--- src/rtl/regfile_multiport_sb.sv ---
// regfile_multiport_sb: parametrised multi-read register file with write bypass and pending-write scoreboard
module regfile_multiport_sb #(
  parameter int DATA_W   = 32,
  parameter int ADDR_W   = 5,
  parameter int NUM_RD   = 2,
  parameter int ZERO_REG = 1,
  parameter int BYPASS   = 1
) (
  input  logic                     clk,
  input  logic                     reset,
  input  logic [NUM_RD*ADDR_W-1:0] rd_addr,
  output logic [NUM_RD*DATA_W-1:0] rd_data,
  output logic [NUM_RD-1:0]        rd_busy,
  input  logic                     wr_en,
  input  logic [ADDR_W-1:0]        wr_addr,
  input  logic [DATA_W-1:0]        wr_data,
  input  logic                     rsv_en,
  input  logic [ADDR_W-1:0]        rsv_addr,
  input  logic                     flush,
  output logic [ADDR_W:0]          busy_cnt
);
  localparam int DEPTH = 2**ADDR_W;
  logic [DATA_W-1:0] regs [DEPTH];
  logic [DEPTH-1:0]  busy, busy_nxt;
  logic [ADDR_W:0]   cnt_nxt;
  logic              wr_ok, rsv_ok;
  assign wr_ok  = reset && wr_en && !(ZERO_REG != 0 && wr_addr == '0);
  assign rsv_ok = reset && rsv_en && !(ZERO_REG != 0 && rsv_addr == '0);
  always_comb begin
    busy_nxt = busy;
    cnt_nxt  = '0;
    for (int i = 0; i < DEPTH; i++) begin
      busy_nxt[i] = (rsv_ok && rsv_addr == ADDR_W'(i)) ? 1'b1 :
                    flush                               ? 1'b0 :
                    (wr_ok && wr_addr == ADDR_W'(i))    ? 1'b0 : busy[i];
      cnt_nxt = cnt_nxt + (ADDR_W+1)'(busy_nxt[i]);
    end
  end
  always_ff @(posedge clk or negedge reset) begin
    if (!reset) begin
      for (int i = 0; i < DEPTH; i++) regs[i] <= '0;
      busy     <= '0;
      busy_cnt <= '0;
    end else begin
      if (wr_ok) regs[wr_addr] <= wr_data;
      busy     <= busy_nxt;
      busy_cnt <= cnt_nxt;
    end
  end
  for (genvar k = 0; k < NUM_RD; k++) begin : g_rd
    logic [ADDR_W-1:0] a;
    logic              z, fwd;
    assign a   = rd_addr[k*ADDR_W +: ADDR_W];
    assign z   = ZERO_REG != 0 && a == '0;
    assign fwd = BYPASS != 0 && wr_ok && wr_addr == a;
    assign rd_data[k*DATA_W +: DATA_W] = z ? '0 : fwd ? wr_data : regs[a];
    assign rd_busy[k] = !z && !fwd && busy[a];
  end
endmodule

--- config.mk ---
export PLATFORM = sky130hd
export DESIGN_NAME = regfile_multiport_sb
export DESIGN_NICKNAME = d
export VERILOG_FILES = /design/src/rtl/regfile_multiport_sb.sv
export SDC_FILE = /design/constraint.sdc
export NUM_CORES = 2
export LEC_CHECK = 0
export ABC_CLOCK_PERIOD_IN_PS = 12880
export CAP_MARGIN = 0
export CORE_MARGIN = 2
export CORE_UTILIZATION = 45
export CTS_BUF_LIST = sky130_fd_sc_hd__clkbuf_16
export DETAILED_ROUTE_END_ITERATION = 12
export GPL_ROUTABILITY_DRIVEN = 0
export GPL_TIMING_DRIVEN = 0
export RECOVER_POWER = 100
export SLEW_MARGIN = 30
export SYNTH_ARGS = -nofsm -noshare
export SYNTH_HDL_FRONTEND = slang
export SYNTH_SLANG_ARGS = --single-unit
export TNS_END_PERCENT = 30
--- constraint.sdc ---
create_clock -name clk -period 12.88 [get_ports clk]
set_input_delay 2.576 -clock clk [delete_from_list [all_inputs] [get_ports clk]]
set_output_delay 2.576 -clock clk [all_outputs]
set_load 0.03 [all_outputs]
; Word level (Yosys, flattened, before mapping)
; Cells that the tools add are included.
; Widths: inputs -> output; s select.
[op_classes]
n_bitwise = 3
add_sub_neg = 31
magnitude_cmp = 6
eq_ne = 64
mux = 113
reduce_logical = 85
[ops]
columns = op, count
row1 = $bwmux 1024, 1
row2 = $bmux 32 s5, 2
row3 = $mux 32, 9
row4 = $demux 32 s5, 1
row5 = $eq 5x5->1 const B, 32
row6 = $add 6x1->6, 26
row7 = $mux 1, 98
row8 = $eq 5x4->1 const B, 16
row9 = $logic_and 1x1->1, 75
row10 = $eq 5x3->1 const B, 8
row11 = $eq 5x2->1 const B, 4
row12 = $logic_not 5->1, 4
row13 = $ge 6x6->1 const B, 3
row14 = $not 5->6, 3
row15 = $lt 5x6->1 const B, 2
row16 = $bmux 1 s5, 2
row17 = $eq 5x1->1 const B, 2
row18 = $eq 5x5->1, 2
row19 = $add 5x1->6, 1
row20 = $logic_not 1->1, 6
row21 = $lt 6x1->1 const B, 1
row22 = $add 4x1->5, 1
row23 = $add 3x1->4, 1
row24 = $add 2x1->3, 1
row25 = $add 1x1->2, 1
[word_totals]
wordCells = 336
ff_bits = 1062
out_inout_bits = 72

; Logic depth before layout (Yosys ltp)
[depth]
ltp_word = 38
ltp_mapped = 25
mapped_depth_nobuf = 21

; Least setup slack after synthesis
; No wires, ideal clock.
[synth_timing]
kind = input port to flip-flop
startpoint = in wr_addr[2]
endpoint = reg busy_cnt[4]
cell_stages = 25
setup_ns = 0.123
setup_slack_ns = 4.744
arrival_ns = 8.014
path_cell_list = buf_4 and3b_1 clkbuf_1 and2_1 clkbuf_1 nand4_1 buf_2 nand3_1 o21a_1 fa_1 fa_1 inv_1 fa_1 inv_1 fa_1 fa_1 fa_1 inv_1 ha_1 inv_1 fa_1 inv_1 a21o_1 a21oi_1 xnor2_1
[synth_between]
elab_chain_len = 38
word_cells_on_any_way = 193
classes_between = add/sub (31) / eq/ne (31) / mux (96) / reduce/logical (35)
[synth_rtl]
columns = item, line_no
row1 = start: declaration, 15  ; input logic [ADDR_W-1:0] wr_addr,
row2 = $logic_not 5->1, "27, 35"
row3 = $logic_not 1->1, 27  ; assign wr_ok = reset && wr_en && !(ZERO_REG != 0 && wr_addr == '0);
row4 = $logic_and 1x1->1, 27
row5 = $logic_and 1x1->1, 35  ; (wr_ok && wr_addr == ADDR_W'(i)) ? 1'b0 : busy[i];
row6 = $mux 1, 35
row7 = $mux 1, 34  ; flush ? 1'b0 :
row8 = $mux 1, 33  ; busy_nxt[i] = (rsv_ok && rsv_addr == ADDR_W'(i)) ? 1'b1 :
row9 = $add 1x1->2, 36  ; cnt_nxt = cnt_nxt + (ADDR_W+1)'(busy_nxt[i]);
row10 = $add 2x1->3, 36
row11 = $add 3x1->4, 36
row12 = $add 4x1->5, 36
row13 = $add 5x1->6, 36
row14 = $add 6x1->6 (25 in a row), 36
row15 = $add 6x1->6 *, 36
row16 = named net cnt_nxt[4], 25  ; logic [ADDR_W:0] cnt_nxt;
row17 = end signal: assignment, 47  ; busy_cnt <= cnt_nxt;
row18 = end: declaration, 20  ; output logic [ADDR_W:0] busy_cnt
; Mark *: on every way through the listed nets, which the timed path passes. The rest lies on a longest branch.
; A chain may end at the register's enable or synchronous reset.

; Worst setup path in the final report
[layout_timing]
startpoint = in wr_addr[1]
endpoint = out rd_data[23]
[layout_between]
elab_chain_len = 6
word_cells_on_any_way = 7
classes_between = eq/ne (1) / mux (2) / reduce/logical (4)
[layout_rtl]
columns = item, line_no
row1 = $logic_not 5->1, 27
row2 = $logic_not 1->1, 27
row3 = $logic_and 1x1->1, 27
row4 = $logic_and 1x1->1 *, 55  ; assign fwd = BYPASS != 0 && wr_ok && wr_addr == a;
row5 = $mux 32 * (2 in a row), 56  ; assign rd_data[k*DATA_W +: DATA_W] = z ? '0 : fwd ? wr_data : regs[a];
row6 = end: declaration, 12  ; output logic [NUM_RD*DATA_W-1:0] rd_data,
; Mark *: on every way between the ends. The rest lies on a longest branch, timed or not.

==> flow_summary.json <==
{
  "drc": 0,
  "fin_util": 0.516,
  "cts-htree-levels": 3,
  "post-place-ws_ps": 3090,
  "slew_violations": 562,
  "grt_max_degree": 129,
  "slew-limit-headroom": -3.69,
  "dp.cells": 5902,
  "fin_area_um2": 66000,
  "ys_seq_area_frac": 0.457,
  "dp_hpwl_um": 176000,
  "min_period_ps": 11590,
  "avgSynthCellArea_um2": 14.3,
  "synth.top_cell.area_share": 0.457,
  "reg2reg_slack_ps": 7610,
  "cp-end-kind": "output port",
  "wirelength_um": 261000,
  "reg2reg_depth": 19,
  "ys_ff_latch": 1062,
  "clockBufferDepth": 3,
  "ctsHoldBuffers": 0,
  "worst_slew_pin_slew_ps": 7040,
  "antenna_found_initial": 28,
  "cts.sinks": 1062,
  "drive_gt1_frac": 0.413,
  "drtIter0Drc": 6553,
  "io_buffers": 119,
  "holdPathStages": 1,
  "dr.pass1.iters": 6,
  "overflow": 0,
  "cp.arrival_ps": 9020,
  "numCtsBuffers": 116,
  "yosysUniqueCellTypes": 63,
  "critPathMaxStageDelay_ps": 2050,
  "skew_ps": 14.3,
  "crit_path_cell_trace": "dlygate4sd3_1 > clkbuf_1 > nor2_1 > and2_1 > nor4_1 > a21oi_1 > clkbuf_1 > a32o_1 > dlygate4sd3_1",
  "crit_slowest_cell": "nor4_1",
  "grt_pass1_vias": 41900,
  "setup_viol": 0,
  "grt_first_pass_wirelength_um": 352000,
  "die_h_um": 363,
  "track_usage": 0.394,
  "finalNonFillerCells": 6136,
  "rows": 131,
  "ir_drop_v": 0.000113,
  "fin_crit_sh": 0.900,
  "syn_inst": 4076,
  "dieArea_um2": 132000,
  "hold_class": "reg -> reg",
  "synth.area.top_cells": "dfrtp_1 46%, mux2_2 20%, mux4_2 15%",
  "min_from": "regs[1001]",
  "die_width_um": 363,
  "placed_area_um2": 62600,
  "path_buf_inv": 4,
  "clk_pin_slew_ps": 60,
  "min_to": "regs[1001]",
  "fmaxAchievable_mhz": 86.2,
  "ctsResizeCount": 0,
  "fin_ws_ps": 1290,
  "cts.root.buffer_cell": "clkbuf_16",
  "cp.required_ps": 10300,
  "synth_area_um2": 58100,
  "drv_cap": 16,
  "initial_core_util": 0.455,
  "reg2reg_from": "busy[23]",
  "crit_cells": 9,
  "critPathKind": "in -> out",
  "leakage_nw": 29.5,
  "area_growth_syn_to_layout_pct": 13.5,
  "vias_per_cell": 7.11,
  "coreArea_um2": 128000,
  "cts_tree": "built",
  "cp_top_family": "simple AND/OR/NAND/NOR gates",
  "power_mw": 9.25,
  "synth.largest_area_cell": "dfrtp_1",
  "status": "finished with violations",
  "postRouteAntennaNets": 0,
  "hold_viol_final": 0,
  "cp_max_fo": 10,
  "postCtsSetupRepairBufs": 0,
  "ys.flop_type": "dfrtp_1",
  "fin_setup_tns_ps": 0,
  "routedWlPerCell_um": 42.5,
  "nets": 4448,
  "syn_nets": 4164,
  "r2r-end": "busy_cnt[4]",
  "cp-start-kind": "input pin",
  "ioPinCount": 129,
  "vias": 43600,
  "hold_slack_ps": 480,
  "synth_edf_count": 0,
  "grt_setup_unrepaired": "no",
  "pwr_density_cell_nw_per_um2": 140,
  "clkLatencyLatePin_ps": 780,
  "synthArstFlopShare": 1.00,
  "ys_warn_count": 0,
  "violations": "max-capacitance violations, max-slew violations"
}
[worst max-delay path by stage]
stage	start	to	slack, ps
finish	wr_addr[1]	rd_data[23]	1290
CTS	rd_addr[2]	rd_data[12]	3310
detailed placement	wr_addr[0]	busy_cnt[4]	3090
global placement	reset	busy_cnt[4]	-44050
global route	rd_addr[6]	rd_data[45]	1640
floorplan	wr_addr[2]	busy_cnt[4]	4740
[power breakdown]
group | leakage [nW] | total, mW | internal, mW | switching [mW]
combinational | 13.4 | 1.77 | 0.854 | 0.917
clock | 1.95 | 3.40 | 1.88 | 1.51
sequential | 14.2 | 4.07 | 3.75 | 0.324
[state kept, by name (all words and copies together), names as in the netlist]
signal and count:
regs 1024, busy_cnt 6, busy 32
[per-layer routing]
layer | part of all wire | wire [um] | GRT usage
met5 | 0.0014 | 356 | 0.0174
met2 | 0.42 | 108000 | 0.549
met4 | 0.080 | 20800 | 0.259
met3 | 0.14 | 35400 | 0.162
met1 | 0.37 | 95800 | 0.501
[worst register-to-register path: stages (launching register included)]
cell and delay, ps:
dfrtp_1 390, inv_1 50, o32ai_1 330, inv_1 110
fa_1 490, fa_1 540, inv_1 50, fa_1 540
inv_1 70, fa_1 550, fa_1 430, fa_1 440
inv_1 70, ha_1 160, inv_1 60, fa_1 460
inv_1 70, a21o_1 100, a21oi_1 70, xnor2_1 130
[area by class of cell]
| cell class | instances | area, um2 |
|---|---|---|
| plain buffers | 457 | 2100 |
| multi-input cells | 2481 | 29100 |
| diodes | 13 | 32.5 |
| fillers | 11100 | 61900 |
| inverters | 76 | 285 |
| clock buffers | 117 | 2930 |
| well taps | 1662 | 2080 |
| repair buffers | 166 | 2000 |
| flip-flops and latches | 1062 | 26600 |
| clock inverters | 102 | 808 |
[Yosys cell counts, drive strengths merged, types with 7 or more instances]
master  count
a211o      21
a211oi     51
a21oi      53
a221o      43
a221oi     42
a222oi      7
a22oi      58
a32o       32
buf       246
clkbuf    211
dfrtp    1062
fa         24
ha          7
inv        74
mux2     1071
mux2i     260
mux4      394
nand2      71
nand2b     14
nand3      41
nor2       36
nor2b      36
nor3       13
o211ai      7
o21a        8
o21ai      31
o21bai     10
o221ai     55
o22ai      13
o32ai      19
xnor2       8
[layout by cell type (no fill, tap or decap), types with 28 or more instances in the layout]
master / count
buf_1: 31
mux2_2: 1037
mux2i_1: 260
buf_4: 37
o221ai_1: 55
nor2_1: 35
a221oi_1: 42
a221o_1: 43
a21oi_1: 53
mux2_1: 34
nand2_1: 70
a211oi_1: 51
clkinv_2: 32
buf_2: 79
clkbuf_16: 117
nand3_1: 41
inv_1: 102
clkdlybuf4s50_1: 60
dfrtp_1: 1062
nor2b_1: 35
a32o_1: 32
clkbuf_1: 253
clkbuf_2: 68
a22oi_1: 58
o21ai_0: 28
dlygate4sd3_1: 58
mux4_2: 394
[cells by family after synthesis]
kind of cell	count (synthesis)	share of synthesized area
AOI/OAI and AO/OA	466	0.0633
DFF	1062	0.457
adders and majority gates	31	0.00977
muxes	1725	0.405
and+or+nand+nor	246	0.0219
buffers and inverters	533	0.0411
xor gates and xnor gates	13	0.00196
(Power assumes the default switching activity.)
